===== src/rtl/qmult_sched_pkg.sv =====
// Shared definitions for the qmult scheduler: FSM encodings and a constant clog2.
package qmult_sched_pkg;

  localparam logic [1:0] ST_IDLE = 2'd0;
  localparam logic [1:0] ST_CALC = 2'd1;
  localparam logic [1:0] ST_DONE = 2'd2;

  function automatic int clog2(input int value);
    int v;
    int r;
    v = value - 1;
    r = 0;
    while (v > 0) begin
      r = r + 1;
      v = v >> 1;
    end
    return r;
  endfunction

endpackage


===== src/rtl/qmult.sv =====
// Combinational Q-format multiplier: sign-magnitude product, truncated to N bits, with overflow flag.
module qmult #(
  parameter int Q = 15,
  parameter int N = 32
) (
  input  logic [N-1:0] i_multiplicand,
  input  logic [N-1:0] i_multiplier,
  output logic [N-1:0] o_result,
  output logic         ovr
);

  function automatic logic [N-1:0] twos_neg(input logic [N-1:0] v);
    return ~v + {{(N-1){1'b0}}, 1'b1};
  endfunction

  function automatic logic [N-1:0] to_mag(input logic [N-1:0] v);
    return v[N-1] ? twos_neg(v) : v;
  endfunction

  logic [2*N-1:0]   prod_s;
  logic [2*N-Q-1:0] scaled_s;
  logic [N-1:0]     frac_s;
  logic             sign_s;

  assign prod_s   = {{N{1'b0}}, to_mag(i_multiplicand)} * {{N{1'b0}}, to_mag(i_multiplier)};
  assign scaled_s = (2*N-Q)'(prod_s >> Q);
  assign sign_s   = i_multiplicand[N-1] ^ i_multiplier[N-1];
  assign frac_s   = {1'b0, scaled_s[N-2:0]};
  assign o_result = sign_s ? twos_neg(frac_s) : frac_s;
  // The top bit of the product is always zero, so including it in the OR is harmless.
  assign ovr      = |scaled_s[2*N-Q-1:N-1];

endmodule


===== src/rtl/rr_arbiter.sv =====
// Combinational round-robin arbiter: first active request at or above ptr, with wrap.
module rr_arbiter import qmult_sched_pkg::*; #(
  parameter int NREQ = 4,
  localparam int IDW = clog2(NREQ)
) (
  input  logic [NREQ-1:0] req,
  input  logic [IDW-1:0]  ptr,
  output logic [NREQ-1:0] grant,
  output logic [IDW-1:0]  idx
);

  int   pos_s;
  logic found_s;

  // Scan NREQ positions starting at ptr and latch the first requester seen.
  always_comb begin
    grant   = '0;
    idx     = '0;
    found_s = 1'b0;
    pos_s   = 0;
    for (int i = 0; i < NREQ; i++) begin
      pos_s = (int'(ptr) + i >= NREQ) ? int'(ptr) + i - NREQ : int'(ptr) + i;
      if (!found_s && req[pos_s]) begin
        grant[pos_s] = 1'b1;
        idx          = IDW'(pos_s);
        found_s      = 1'b1;
      end else begin
        found_s = found_s;
      end
    end
  end

endmodule


===== src/rtl/qmult_sched.sv =====
// Round-robin scheduler sharing one qmult among NREQ requesters, with a registered
// response channel and per-requester sticky overflow flags.
module qmult_sched import qmult_sched_pkg::*; #(
  parameter int Q    = 15,
  parameter int N    = 32,
  parameter int NREQ = 4,
  localparam int IDW = clog2(NREQ)
) (
  input  logic              i_clk,
  input  logic              i_rst,
  input  logic [NREQ-1:0]   i_req_valid,
  output logic [NREQ-1:0]   o_req_ready,
  input  logic [NREQ*N-1:0] i_req_multiplicand,
  input  logic [NREQ*N-1:0] i_req_multiplier,
  output logic              o_rsp_valid,
  input  logic              i_rsp_ready,
  output logic [IDW-1:0]    o_rsp_id,
  output logic [N-1:0]      o_rsp_result,
  output logic              o_rsp_ovr,
  output logic [NREQ-1:0]   o_ovr_sticky,
  input  logic [NREQ-1:0]   i_ovr_clr,
  output logic              o_busy
);

  logic [1:0]      state_r;
  logic [IDW-1:0]  ptr_r;
  logic [IDW-1:0]  id_r;
  logic [N-1:0]    mcand_r;
  logic [N-1:0]    mplier_r;
  logic [N-1:0]    result_r;
  logic            ovr_r;
  logic            rsp_valid_r;
  logic            busy_r;
  logic [NREQ-1:0] sticky_r;

  logic [NREQ-1:0] grant_s;
  logic [IDW-1:0]  gidx_s;
  logic [IDW-1:0]  ptr_next_s;
  logic [N-1:0]    sel_mcand_s;
  logic [N-1:0]    sel_mplier_s;
  logic [N-1:0]    prod_s;
  logic            prod_ovr_s;
  logic [NREQ-1:0] sticky_set_s;

  rr_arbiter #(.NREQ(NREQ)) u_arb (
    .req   (i_req_valid),
    .ptr   (ptr_r),
    .grant (grant_s),
    .idx   (gidx_s)
  );

  qmult #(.Q(Q), .N(N)) u_qmult (
    .i_multiplicand (mcand_r),
    .i_multiplier   (mplier_r),
    .o_result       (prod_s),
    .ovr            (prod_ovr_s)
  );

  // Grant visibility, operand select, pointer advance and sticky set request.
  always_comb begin
    o_req_ready  = '0;
    sticky_set_s = '0;
    sel_mcand_s  = i_req_multiplicand[gidx_s*N +: N];
    sel_mplier_s = i_req_multiplier[gidx_s*N +: N];
    ptr_next_s   = (gidx_s == IDW'(NREQ - 1)) ? '0 : gidx_s + IDW'(1);
    if (state_r == ST_IDLE) begin
      o_req_ready = grant_s;
    end else begin
      o_req_ready = '0;
    end
    if (state_r == ST_CALC && prod_ovr_s) begin
      sticky_set_s[id_r] = 1'b1;
    end else begin
      sticky_set_s = '0;
    end
  end

  // Scheduler FSM with operand capture and response register.
  always_ff @(posedge i_clk) begin
    if (i_rst) begin
      state_r     <= ST_IDLE;
      ptr_r       <= '0;
      id_r        <= '0;
      mcand_r     <= '0;
      mplier_r    <= '0;
      result_r    <= '0;
      ovr_r       <= 1'b0;
      rsp_valid_r <= 1'b0;
      busy_r      <= 1'b0;
    end else begin
      case (state_r)
        ST_IDLE: begin
          if (|grant_s) begin
            mcand_r  <= sel_mcand_s;
            mplier_r <= sel_mplier_s;
            id_r     <= gidx_s;
            ptr_r    <= ptr_next_s;
            state_r  <= ST_CALC;
            busy_r   <= 1'b1;
          end
        end
        ST_CALC: begin
          result_r    <= prod_s;
          ovr_r       <= prod_ovr_s;
          rsp_valid_r <= 1'b1;
          state_r     <= ST_DONE;
          busy_r      <= 1'b1;
        end
        ST_DONE: begin
          if (i_rsp_ready) begin
            rsp_valid_r <= 1'b0;
            state_r     <= ST_IDLE;
            busy_r      <= 1'b0;
          end
        end
        default: begin
          state_r     <= ST_IDLE;
          rsp_valid_r <= 1'b0;
          busy_r      <= 1'b0;
        end
      endcase
    end
  end

  // Sticky overflow: a set in the same cycle as a clear takes priority.
  always_ff @(posedge i_clk) begin
    if (i_rst) begin
      sticky_r <= '0;
    end else begin
      sticky_r <= (sticky_r & ~i_ovr_clr) | sticky_set_s;
    end
  end

  assign o_rsp_valid  = rsp_valid_r;
  assign o_rsp_id     = id_r;
  assign o_rsp_result = result_r;
  assign o_rsp_ovr    = ovr_r;
  assign o_ovr_sticky = sticky_r;
  assign o_busy       = busy_r;

endmodule


===== config.mk =====
export PLATFORM = sky130hd
export DESIGN_NAME = qmult_sched
export DESIGN_NICKNAME = d
export VERILOG_FILES = /design/src/rtl/qmult_sched_pkg.sv /design/src/rtl/qmult.sv /design/src/rtl/rr_arbiter.sv /design/src/rtl/qmult_sched.sv
export SDC_FILE = /design/constraint.sdc
export NUM_CORES = 2
export LEC_CHECK = 0
export CAP_MARGIN = 20
export CORE_UTILIZATION = 55
export CTS_CLUSTER_SIZE = 20
export DETAILED_ROUTE_END_ITERATION = 8
export GPL_TIMING_DRIVEN = 0
export PLACE_DENSITY_LB_ADDON = 0.12
export SLEW_MARGIN = 20
export SYNTH_ARGS = -nofsm -noshare
export SYNTH_HDL_FRONTEND = slang
export SYNTH_SLANG_ARGS = --single-unit

===== constraint.sdc =====
create_clock -name i_clk -period 15.05 [get_ports i_clk]
set_input_delay 2.2575 -clock i_clk [delete_from_list [all_inputs] [get_ports i_clk]]
set_output_delay 2.2575 -clock i_clk [all_outputs]
set_load 0.02 [all_outputs]

# == Word level (Yosys, flattened, before mapping) ==
# Cells that the tools add are included.
# Widths: inputs -> output; s select.
# totals
reg_bits,109
elab_cells,122
out_inout_bits,45
input_bits,267
# classes
n_lt_le_gt_ge,14
n_shift,2
n_addsub,11
mul,1
mux,50
n_reduce_logical,18
bitwise,11
n_eq_ne,5
# ops
operator,count
$shiftx 128x8->32,2
$mux 32,7
$ge 32x1->1 const B,4
$lt 32x4->1 const B,4
$add 32x1->32 const B,3
$ge 32x4->1 const B,3
$sub 32x4->32 const B,3
$mul 32x32->64,1
$not 32->32,2
$not 31->32,1
$mux 4,6
$mux 1,18
$reduce_or 18->1,1
$or 4x4->4,4
$mux 2,7
$demux 1 s2,5
$logic_and 1x1->1,9
$bmux 1 s2,4
$add 2x2->3 const B,2
$pmux 1 s3,2
$pmux 2 s3,1
$reduce_and 2->1,3
$and 4x4->4,1
$eq 2x2->1 const B,2
other kinds (15),17

# == Depth between registers and ports, before layout ==
# depth
ltp_word,18
depth_mapped,41

# == Cells and area by module ==
# Synthesis repeated with hierarchy kept, for this count alone.
# hier_totals
hier_cells,4799
area_unflattened_um2,41076.9
# modules_own_cells
module,area_per_inst_um2,n_inst,cells_each
qmult,34974.8,1,4157
qmult_sched,5575.3,1,574
rr_arbiter,526.8,1,68

# == Least setup slack after synthesis ==
# No wires, ideal clock.
# synth_path
path_type,register -> register
start,register mcand_r[6]
end,register sticky_r[0] (netlist: o_ovr_sticky[0])
stages_incl_launch_ff,39
setup_slack_ns,3.734
required_time_ns,14.907
n_path_buf,3
t_arrival_ns,11.173
cell_sequence,dfxtp_1 -> buf_6 -> or4_4 -> or3_4 -> or4_4 -> or4_4 -> nand2b_4 -> or4_4 -> or3_4 -> o31ai_4 -> xnor2_1 -> buf_2 -> nand2_1 -> fa_1 -> inv_1 -> fa_1 -> inv_1 -> fa_1 -> [... 3 more ...] -> fa_1 -> fa_1 -> inv_1 -> fa_1 -> inv_1 -> ha_1 -> clkbuf_1 -> nand4_1 -> or4_1 -> or4_1 -> a21oi_1 -> o21ai_0 -> mux2i_1 -> nor4_1 -> nand4_1 -> nor3_1 -> nor4b_1 -> o21ai_0
# synth_between
elab_chain_cells,8
# synth_rtl
element,line,source
"start, declared",qmult_sched.sv:28,logic [N-1:0] mcand_r;
"start signal, assigned",qmult_sched.sv:94,mcand_r <= sel_mcand_s;
$not 32->32,qmult.sv:13,"return ~v + {{(N-1){1'b0}}, 1'b1};"
$add 32x1->32,qmult.sv:13,
$mux 32 (*),qmult.sv:17,return v[N-1] ? twos_neg(v) : v;
$mul 32x32->64 (*),qmult.sv:25,"assign prod_s = {{N{1'b0}}, to_mag(i_multiplicand)} * {{N{1'b0}}, to_mag(i_multiplier)};"
$reduce_or 18->1 (*),qmult.sv:31,assign ovr = |scaled_s[2*N-Q-1:N-1];
$logic_and 1x1->1 (*),qmult_sched.sv:71,if (state_r == ST_CALC && prod_ovr_s) begin
$mux 4 (*),qmult_sched.sv:71,
$or 4x4->4 (*),qmult_sched.sv:130,sticky_r <= (sticky_r & ~i_ovr_clr) | sticky_set_s;
"end signal, assigned",qmult_sched.sv:130,
"end, declared",qmult_sched.sv:34,logic [NREQ-1:0] sticky_r;
# Mark *: on every way between the ends. The rest lies on a longest branch, timed or not.
# A chain may end at the register's enable or synchronous reset.

# == Worst setup path in the final report ==
# layout_path
start,register mcand_r[0]
end,register sticky_r[0] (netlist: o_ovr_sticky[0])
# Same word-level chain as after synthesis.

==> impl_metrics.json <==
{
  "async_flop_share_pct": 0,
  "avgSynthCellArea_um2": 7.966,
  "rsz0062_at_grt": "false",
  "rows": 100,
  "cts-root-buf": "clkbuf_16",
  "cp_max_fo": 16,
  "critPathCaptureType": "register",
  "synth.ff_latch_count": 109,
  "dpl.hpwl_um": 150600,
  "synth-edff-count": 0,
  "finalMaxSlewViolations": 0,
  "coreArea_um2": 74320,
  "final_common_cell": "inv_1",
  "fin_area_um2": 46540,
  "cts_max_level": 3,
  "setup_viol": 0,
  "cts_sinks": 109,
  "die_h_um": 275.8,
  "die_w_um": 275.8,
  "fin_skew_ns": 0.02507,
  "route.detailed.drc": 0,
  "ioPinCount": 312,
  "fp.dieArea_um2": 76080,
  "syn_to_final_growth_pct": 12.85,
  "clk_path_buf_depth": 2,
  "cts_tree": "done",
  "synthesis.nets": 6607,
  "slowest_delay_ns": 0.66,
  "cp_data_required_time_ns": 15.30,
  "antenna_found_initial": 13,
  "cp_slowest_cell": "clkbuf_1",
  "clkLatencyLatePin_ns": 0.39,
  "finalHoldViolations": 0,
  "drt-initial-drc-count": 4603,
  "wl_per_cell_um": 27.40,
  "grt_remaining_overflow": 0,
  "syn-instance-count": 5177,
  "drive_gt1_share_pct": 2.806,
  "max_cap_viol_count": 0,
  "clkTransAtPathRegs_ns": 0.08,
  "io_buffers": 308,
  "worstMarginPinSlew_ns": 1.293,
  "final_cell_mix": "inv_1, fa_1, nand2_1, nor2_1, clkdlybuf4s50_1",
  "grt_first_pass_wirelength_um": 258700,
  "crit_buf_inv": 8,
  "fillers": 6775,
  "ys.flop_type": "dfxtp_1",
  "place_ws_ns": -0.4503,
  "grtUsageTotal_pct": 48.02,
  "hold_class": "reg -> reg",
  "wl_um": 178200,
  "crit_path_start_kind": "register",
  "dr_total_vias": 39280,
  "timing.final.crit_share_pct": 98.03,
  "status": "completed",
  "cpLargestDelayFamily": "simple AND/OR/NAND/NOR gates",
  "setup_slack_ns": 0.2966,
  "crit_arrival_ns": 15.00,
  "yosys_warnings": 0,
  "register_area_um2": 2182,
  "synth_area_um2": 41240,
  "yosysSeqAreaShare_pct": 5.291,
  "start_util_pct": 55.49,
  "ant_nets": 0,
  "drt-pass1-iter-count": 8,
  "timing.final.crit_period_ns": 14.75,
  "setup_tns_ns": 0,
  "stdcell_count": 6502,
  "clock.fmax_ghz": 0.06778,
  "multi_input_comb_area_um2": 34690,
  "gp_congestion": 1.144,
  "crit_top_cell": "fa_1",
  "first_global_vias": 38900,
  "grt_start_max_net_pins": 21,
  "layout.nets": 6949,
  "vias_per_cell": 6.041,
  "cts_buffers": 9,
  "synth_cell_types": 77,
  "timing_worst_setup_path_type": "reg -> reg",
  "dpl-instance-area_um2": 46120,
  "slew_headroom_pct": 13.80,
  "placed_cells": 6477
}
[metrics by stage]
step,hold slack [ns],utilization (%)
floorplan,0.4555,-
global placement,0.4401,61.27
detailed placement,0.4448,62.06
CTS,0.4627,62.48
global route,0.4909,62.59
finish,0.4592,62.62
[cell type report]
cell class                      instances  area share (%)
Tap cell                              969           2.605
Buffer                                292           2.479
Clock buffer                           10          0.4920
Inverter                              957           7.719
Antenna cell                            9         0.04839
Timing Repair Buffer                  332           7.229
Sequential cell                       109           4.689
Clock inverter                          6          0.1963
Multi-Input combinational cell       3818           74.54
[logic make-up after synthesis]
group | after synthesis | share of synthesized area [%]
muxes | 13 | 0.3489
adders and majority gates | 1163 | 51.58
AOI/OAI and AO/OA | 480 | 7.339
xor gates and xnor gates | 169 | 3.635
buffers and inverters | 1250 | 11.48
and+or+nand+nor | 1993 | 20.33
DFF | 109 | 5.291
[repair_timing]
action                     4_1_cts  5_1_grt
setup endpoints to repair        5        6
hold buffers                     0        0
buffers inserted                 0        0
gates resized for setup          0        9
pin swaps                        0        0
gates cloned                     0        0
[registers in the layout, indices dropped and copies added, names as in the netlist, named ones only]
name,flops
mcand_r,32
o_rsp_ovr,1
state_r,2
o_rsp_result,32
o_rsp_id,2
ptr_r,1
o_rsp_valid,1
mplier_r,32
o_busy,1
o_ovr_sticky,4
[per-layer routing]
metal / vias to the layer above / global-route usage, % / part of all wire [%] / wire, um
li1: 16480 / - / - / -
met1: 19370 / 61.88 / 37 / 66800
met2: 2816 / 66.43 / 40 / 71250
met3: 600 / 22.03 / 15 / 27590
met4: 16 / 26.72 / 6.9 / 12360
met5: - / 0.5639 / 0.090 / 161
[worst min-delay path: cells and delay by family, from the launching register on]
| family | cells | cell delay (ns) |
|---|---|---|
| AO/OA/AOI/OAI | 1 | 0.05 |
| flip-flops | 1 | 0.32 |
| AND/OR/NAND/NOR | 1 | 0.05 |
[path summary, 6_finish.rpt]
kind / end / slack [ns] / from / cells after the start
min reg2reg: o_rsp_result[6] / 0.46 / o_rsp_result[6] / 2
min: o_rsp_result[6] / 0.46 / o_rsp_result[6] / 2
max: o_ovr_sticky[0] / 0.30 / mcand_r[0] / 36
max reg2reg: o_ovr_sticky[0] / 0.30 / mcand_r[0] / 36
[cells in the mapped netlist (all sizes together) (30+ instances only)]
cell type    n  area (um2)
inv        957        3592
fa         895       17920
nand2      831        3119
nor2       740        2823
clkbuf     280        1051
ha         268        3353
nand3      218        1091
a21oi      175       875.8
dfxtp      109        2182
o21ai      102       510.5
xnor2       92       805.8
xor2        77       693.2
a211oi      32       240.2
nor3        32       160.2
nand2b      30       195.2
Power is not shown: default switching activity piles up to over one toggle a cycle in this logic, so the estimate is an artifact.
